===== src/rtl/gc_poll_scheduler.sv =====
// rtl/gc_poll_scheduler.sv - GameCube link life-cycle and poll supervision FSM
// Probe -> origin -> steady polling, with timeouts, miss counting and backoff.
module gc_poll_scheduler #(
  parameter int TIMEOUT_CYC = 60000,
  parameter int GAP_CYC     = 600,
  parameter int MAX_MISS    = 3,
  parameter int BACKOFF_CYC = 600000,
  parameter int CNT_W       = 24
) (
  input  logic       clk,
  input  logic       rst,
  input  logic       poll_req,
  input  logic       rumble_req,
  input  logic       rx_done,
  input  logic       rx_ok,
  input  logic       rx_origin_bit,
  output logic       gen_hold,
  output logic       gen_go,
  output logic [2:0] cmd_type,
  output logic       rumble,
  output logic       link_up,
  output logic       rpt_valid,
  output logic [1:0] miss_cnt
);

  typedef enum logic [2:0] {
    S_BACKOFF, S_PROBE_WAIT, S_ORIG_WAIT, S_POLL_IDLE, S_POLL_WAIT, S_GAP
  } state_t;

  localparam logic [CNT_W-1:0] TO_LAST  = CNT_W'(TIMEOUT_CYC - 1);
  localparam logic [CNT_W-1:0] GAP_LAST = CNT_W'(GAP_CYC - 1);
  localparam logic [CNT_W-1:0] BO_LAST  = CNT_W'(BACKOFF_CYC - 1);

  state_t           r_state, r_gap_tgt;
  logic [CNT_W-1:0] r_timer;
  logic [2:0]       r_cmd;
  logic             r_rumble, r_link, r_rpt, r_pending;
  logic [1:0]       r_miss;

  state_t     w_state_nxt, w_gap_tgt_nxt;
  logic       w_timer_clr, w_link_nxt, w_rpt_nxt, w_launch_poll;
  logic [1:0] w_miss_nxt, w_miss_inc;
  logic       w_in_wait, w_good, w_fail;

  assign w_in_wait  = (r_state == S_PROBE_WAIT) || (r_state == S_ORIG_WAIT) ||
                      (r_state == S_POLL_WAIT);
  assign w_good     = rx_done && rx_ok;
  // A response arriving on the timeout cycle takes precedence over the timeout.
  assign w_fail     = (rx_done && !rx_ok) || (!rx_done && (r_timer == TO_LAST));
  assign w_miss_inc = (r_miss == 2'b11) ? 2'b11 : r_miss + 2'd1;

  always_comb begin
    w_state_nxt   = r_state;
    w_gap_tgt_nxt = r_gap_tgt;
    w_timer_clr   = 1'b0;
    w_link_nxt    = r_link;
    w_miss_nxt    = r_miss;
    w_rpt_nxt     = 1'b0;
    w_launch_poll = 1'b0;
    case (r_state)
      S_BACKOFF: begin
        if (r_timer == BO_LAST) begin
          w_state_nxt = S_PROBE_WAIT;
          w_timer_clr = 1'b1;
        end
      end
      S_PROBE_WAIT: begin
        if (w_good) begin
          w_state_nxt   = S_GAP;
          w_gap_tgt_nxt = S_ORIG_WAIT;
          w_timer_clr   = 1'b1;
        end else if (w_fail) begin
          w_state_nxt = S_BACKOFF;
          w_timer_clr = 1'b1;
        end
      end
      S_ORIG_WAIT: begin
        if (w_good) begin
          w_state_nxt   = S_GAP;
          w_gap_tgt_nxt = S_POLL_IDLE;
          w_timer_clr   = 1'b1;
          w_link_nxt    = 1'b1;
          w_miss_nxt    = 2'd0;
        end else if (w_fail) begin
          w_state_nxt = S_BACKOFF;
          w_timer_clr = 1'b1;
          w_link_nxt  = 1'b0;
        end
      end
      S_POLL_IDLE: begin
        if (r_pending) begin
          w_state_nxt   = S_POLL_WAIT;
          w_timer_clr   = 1'b1;
          w_launch_poll = 1'b1;
        end
      end
      S_POLL_WAIT: begin
        if (w_good) begin
          w_state_nxt   = S_GAP;
          w_gap_tgt_nxt = rx_origin_bit ? S_ORIG_WAIT : S_POLL_IDLE;
          w_timer_clr   = 1'b1;
          w_rpt_nxt     = 1'b1;
          w_miss_nxt    = 2'd0;
        end else if (w_fail) begin
          w_timer_clr = 1'b1;
          if (int'(w_miss_inc) == MAX_MISS) begin
            w_state_nxt = S_BACKOFF;
            w_link_nxt  = 1'b0;
            w_miss_nxt  = 2'd0;
          end else begin
            w_state_nxt   = S_GAP;
            w_gap_tgt_nxt = S_POLL_IDLE;
            w_miss_nxt    = w_miss_inc;
          end
        end
      end
      S_GAP: begin
        if (r_timer == GAP_LAST) begin
          w_state_nxt = r_gap_tgt;
          w_timer_clr = 1'b1;
        end
      end
      default: begin
        w_state_nxt = S_BACKOFF;
        w_timer_clr = 1'b1;
      end
    endcase
  end

  always_ff @(posedge clk) begin
    if (rst) begin
      r_state   <= S_BACKOFF;
      r_gap_tgt <= S_POLL_IDLE;
      r_timer   <= '0;
      r_cmd     <= 3'd0;
      r_rumble  <= 1'b0;
      r_link    <= 1'b0;
      r_rpt     <= 1'b0;
      r_miss    <= 2'd0;
      r_pending <= 1'b0;
    end else begin
      r_state   <= w_state_nxt;
      r_gap_tgt <= w_gap_tgt_nxt;
      r_link    <= w_link_nxt;
      r_rpt     <= w_rpt_nxt;
      r_miss    <= w_miss_nxt;
      if (w_timer_clr)
        r_timer <= '0;
      else if (r_timer != '1)
        r_timer <= r_timer + 1'b1;
      if (w_state_nxt != r_state) begin
        case (w_state_nxt)
          S_PROBE_WAIT: r_cmd <= 3'd0;
          S_ORIG_WAIT:  r_cmd <= 3'd1;
          S_POLL_WAIT:  r_cmd <= 3'd2;
          default:      r_cmd <= r_cmd;
        endcase
      end
      if (w_launch_poll)
        r_rumble <= rumble_req;
      // A request arriving on the launch cycle belongs to the next poll.
      if (w_launch_poll)
        r_pending <= poll_req;
      else if (poll_req)
        r_pending <= 1'b1;
    end
  end

  assign gen_go    = w_in_wait;
  assign gen_hold  = !w_in_wait;
  assign cmd_type  = r_cmd;
  assign rumble    = r_rumble;
  assign link_up   = r_link;
  assign rpt_valid = r_rpt;
  assign miss_cnt  = r_miss;

endmodule


===== config.mk =====
export PLATFORM = sky130hd
export DESIGN_NAME = gc_poll_scheduler
export DESIGN_NICKNAME = d
export VERILOG_FILES = /design/src/rtl/gc_poll_scheduler.sv
export SDC_FILE = /design/constraint.sdc
export NUM_CORES = 1
export LEC_CHECK = 0
export ABC_AREA = 1
export CORE_ASPECT_RATIO = 1.75
export CORE_MARGIN = 2
export CORE_UTILIZATION = 54
export DETAILED_ROUTE_END_ITERATION = 8
export HOLD_SLACK_MARGIN = 0.03
export PLACE_DENSITY = 0.74
export RECOVER_POWER = 50
export SLEW_MARGIN = 20
export SYNTH_ARGS = -nofsm -noshare
export SYNTH_HDL_FRONTEND = slang
export SYNTH_SLANG_ARGS = --single-unit

===== constraint.sdc =====
create_clock -name clk -period 1.9 [get_ports clk]
set_input_delay 0.57 -clock clk [delete_from_list [all_inputs] [get_ports clk]]
set_output_delay 0.57 -clock clk [all_outputs]
set_load 0.05 [all_outputs]

==> impl_metrics.py <==
metrics = {
    "logic_synthesis": {
        "yosys_register_bits": 36,
        "synth.avg_cell_area_um2": 6.59,
        "yosysWarningCount": 0,
        "synth_area_leaders": "dfxtp_1, nand2_1, nor2_1",
        "synthFlopType": "dfxtp_1",
        "yosys.cell_types.count": 37,
        "ys_seq_area_frac": 0.292,
        "yosysTopAreaCell": "dfxtp_1",
        "synthArstFlopShare": 0,
        "synth_edf_count": 0,
        "syn_area_mm2": 0.00246,
        "yosysMostFrequentCell": "nand2_1",
        "syn_inst": 374,
        "synth_nets": 382,
        "synth_top_area_frac": 0.292,
        "ys_top_cells_by_count": "nand2_1, nor2_1, inv_1, dfxtp_1, nand3_1",
    },
    "critical_path": {
        "cp_max_fo": 5,
        "path_class": "register to primary output",
        "cp-start-kind": "register",
        "worst_ep_arrival_time_ps": 1330,
        "crit_required_ps": 1330,
        "endpoint_kind": "primary output",
    },
    "sta": {
        "fmax_mhz": 525,
        "hold_viol_final": 0,
        "clock-skew-final_ps": 13.1,
        "period_share": 1.00,
        "grt_setup_unrepaired": "true",
        "worst_slack_ps": -4.28,
        "period_needed_ps": 1900,
        "setup_viol": 1,
        "timing.hold.ws_ps": 487,
        "slew_headroom": 0.605,
        "slew_viol_final": 0,
        "worst_pin_slew_ps": 595,
    },
    "cts": {
        "clock_path_buffers": 2,
        "root_buffer": "clkbuf_8",
        "clock_latency_ps": 300,
        "numCtsBuffers": 5,
        "htree_levels": 2,
        "clkTransAtPathRegs_ps": 80,
        "tritoncts": "yes",
        "cts_sinks": 36,
    },
    "route": {
        "drc": 0,
        "first_pass_iters": 5,
        "vias_per_cell": 5.54,
        "vias": 2707,
        "wl_per_cell_um": 15.3,
        "ant_nets": 0,
        "dr.first_iter.drc_count": 92,
        "drt_wl_total_mm": 7.50,
    },
    "die": {
        "core_mm2": 0.00440,
        "initial_utilization": 0.560,
        "fp.dieH_um": 93.4,
        "io_pins": 17,
        "die-width_um": 55.1,
        "rows": 32,
        "dieArea_mm2": 0.00514,
    },
    "power_and_ir_drop": {
        "clock_power_share": 0.436,
        "pwr-share-seq": 0.490,
        "p_int_mw": 1.21,
        "swShare": 0.229,
        "p_leak_nw": 1.48,
        "power_mw": 1.57,
        "combPwrFrac": 0.075,
        "max-vdd-ir-drop_uv": 387,
        "p_sw_uw": 358,
        "power_density_mw_per_mm2": 466,
    },
    "place": {
        "portBuffers": 15,
        "dp_slack_ps": -267,
        "gp_congestion": 0.915,
        "place_area_mm2": 0.00290,
        "place_hpwl_mm": 5.38,
    },
    "outcome": {
        "violations": "setup timing",
        "status": "finished, violations left",
    },
    "global_routing": {
        "grt_max_degree": 13,
        "grt.overflow.total": 0,
        "grtUsageTotal": 0.309,
        "grt_pass1_vias": 2671,
        "antenna_found_initial": 0,
        "grt_pass1_wl_mm": 11.5,
    },
    "finish": {
        "utilization": 0.763,
        "antenna_cells": 0,
        "drive_gt1_frac": 0.370,
        "final_cell_area_mm2": 0.00336,
        "nNetsFinal": 445,
        "area_delta_synth_final_pct": 36.3,
    },
    "flow_run": {
        "cap_violations": 0,
    },
    "worst_hold_path": {
        "hold_path.class": "register to register",
    },
}
## cells in the final DEF, fill, tap and decap left out, types with 8 or more instances in the layout
master	instances
nand3_1	23
nor3_1	8
xor2_1	8
inv_1	36
nand4_1	10
nor2_4	10
nor2_1	60
a21oi_1	11
nand2_1	61
inv_2	11
nand2_2	14
dfxtp_1	22
clkbuf_1	10
buf_4	39
dfxtp_2	11
nor2_2	13
## flip-flops by register name, summed over array words and instances, names as in the netlist
name / cells
cmd_type: 2
link_up: 1
miss_cnt: 2
r_gap_tgt: 1
r_pending: 1
r_state: 3
r_timer: 24
rpt_valid: 1
rumble: 1
## cells by family (layout without fill, tap and decap cells)
group | after synthesis | after routing | synth area share
and+or+nand+nor | 233 | 233 | 0.488
AOI/OAI and AO/OA | 35 | 35 | 0.0827
buffers and inverters | 59 | 123 | 0.0985
DFF | 36 | 36 | 0.292
adders and majority gates | 1 | 1 | 0.00508
xor gates and xnor gates | 9 | 9 | 0.0320
other | 1 | 1 | 0.00152
## critical path: stages, from the launching register on
cell and delay (ps):
dfxtp_4 380, inv_4 70, nand2_4 60, nand2_4 60, nor2_4 40, nor2_4 180
buf_6 130, buf_12 120
## timing repair
item                       4_1_cts  5_1_grt
gates cloned                     1        0
gates resized for setup          8       70
pin swaps                        1       25
setup endpoints to repair        8       27
hold buffers                     0        0
setup buffers                    1       13
## per-stage QoR
stage               setup TNS [ps]  std cells
floorplan                        0        374
global placement             -2940        467
detailed placement           -3530        467
CTS                          -43.7        477
global route                  -935        489
finish                       -4.28        489
## path summary, 6_finish.rpt
path / start / end / slack (ps) / cells past startpoint
worst min-delay path: cmd_type[1] / cmd_type[1] / 490 / 2
worst min register to register: cmd_type[1] / cmd_type[1] / 490 / 2
worst max-delay path: r_state[0] / gen_hold / -4 / 7
worst max register to register: r_timer[1] / r_timer[19] / 20 / 12
## routing by layer
metal,vias up,wire (um),global-route usage
li1,1325,-,-
met1,1237,2580,0.282
met2,98,4090,0.558
met3,47,263,0.0527
met4,0,572,0.228
met5,-,0,0
## power by group through the flow
stage	Sequential (mW)	Combinational (mW)	Clock, mW
6_report	0.766	0.117	0.682
5_1_grt	0.767	0.125	0.715
2_1_floorplan	0.784	0.0460	0
4_1_cts	0.764	0.0947	0.683
3_5_place_dp	0.784	0.0839	0
3_3_place_gp	0.784	0.0823	0
## area by class of cell
cell class	count	area (um^2)
multi-input cells	279	1690
fillers	347	1040
flip-flops and latches	36	746
repair buffers	63	546
inverters	52	205
clock buffers	6	72.6
well taps	51	63.8
clock inverters	2	35.0
Power figures use the tool's default switching activity.
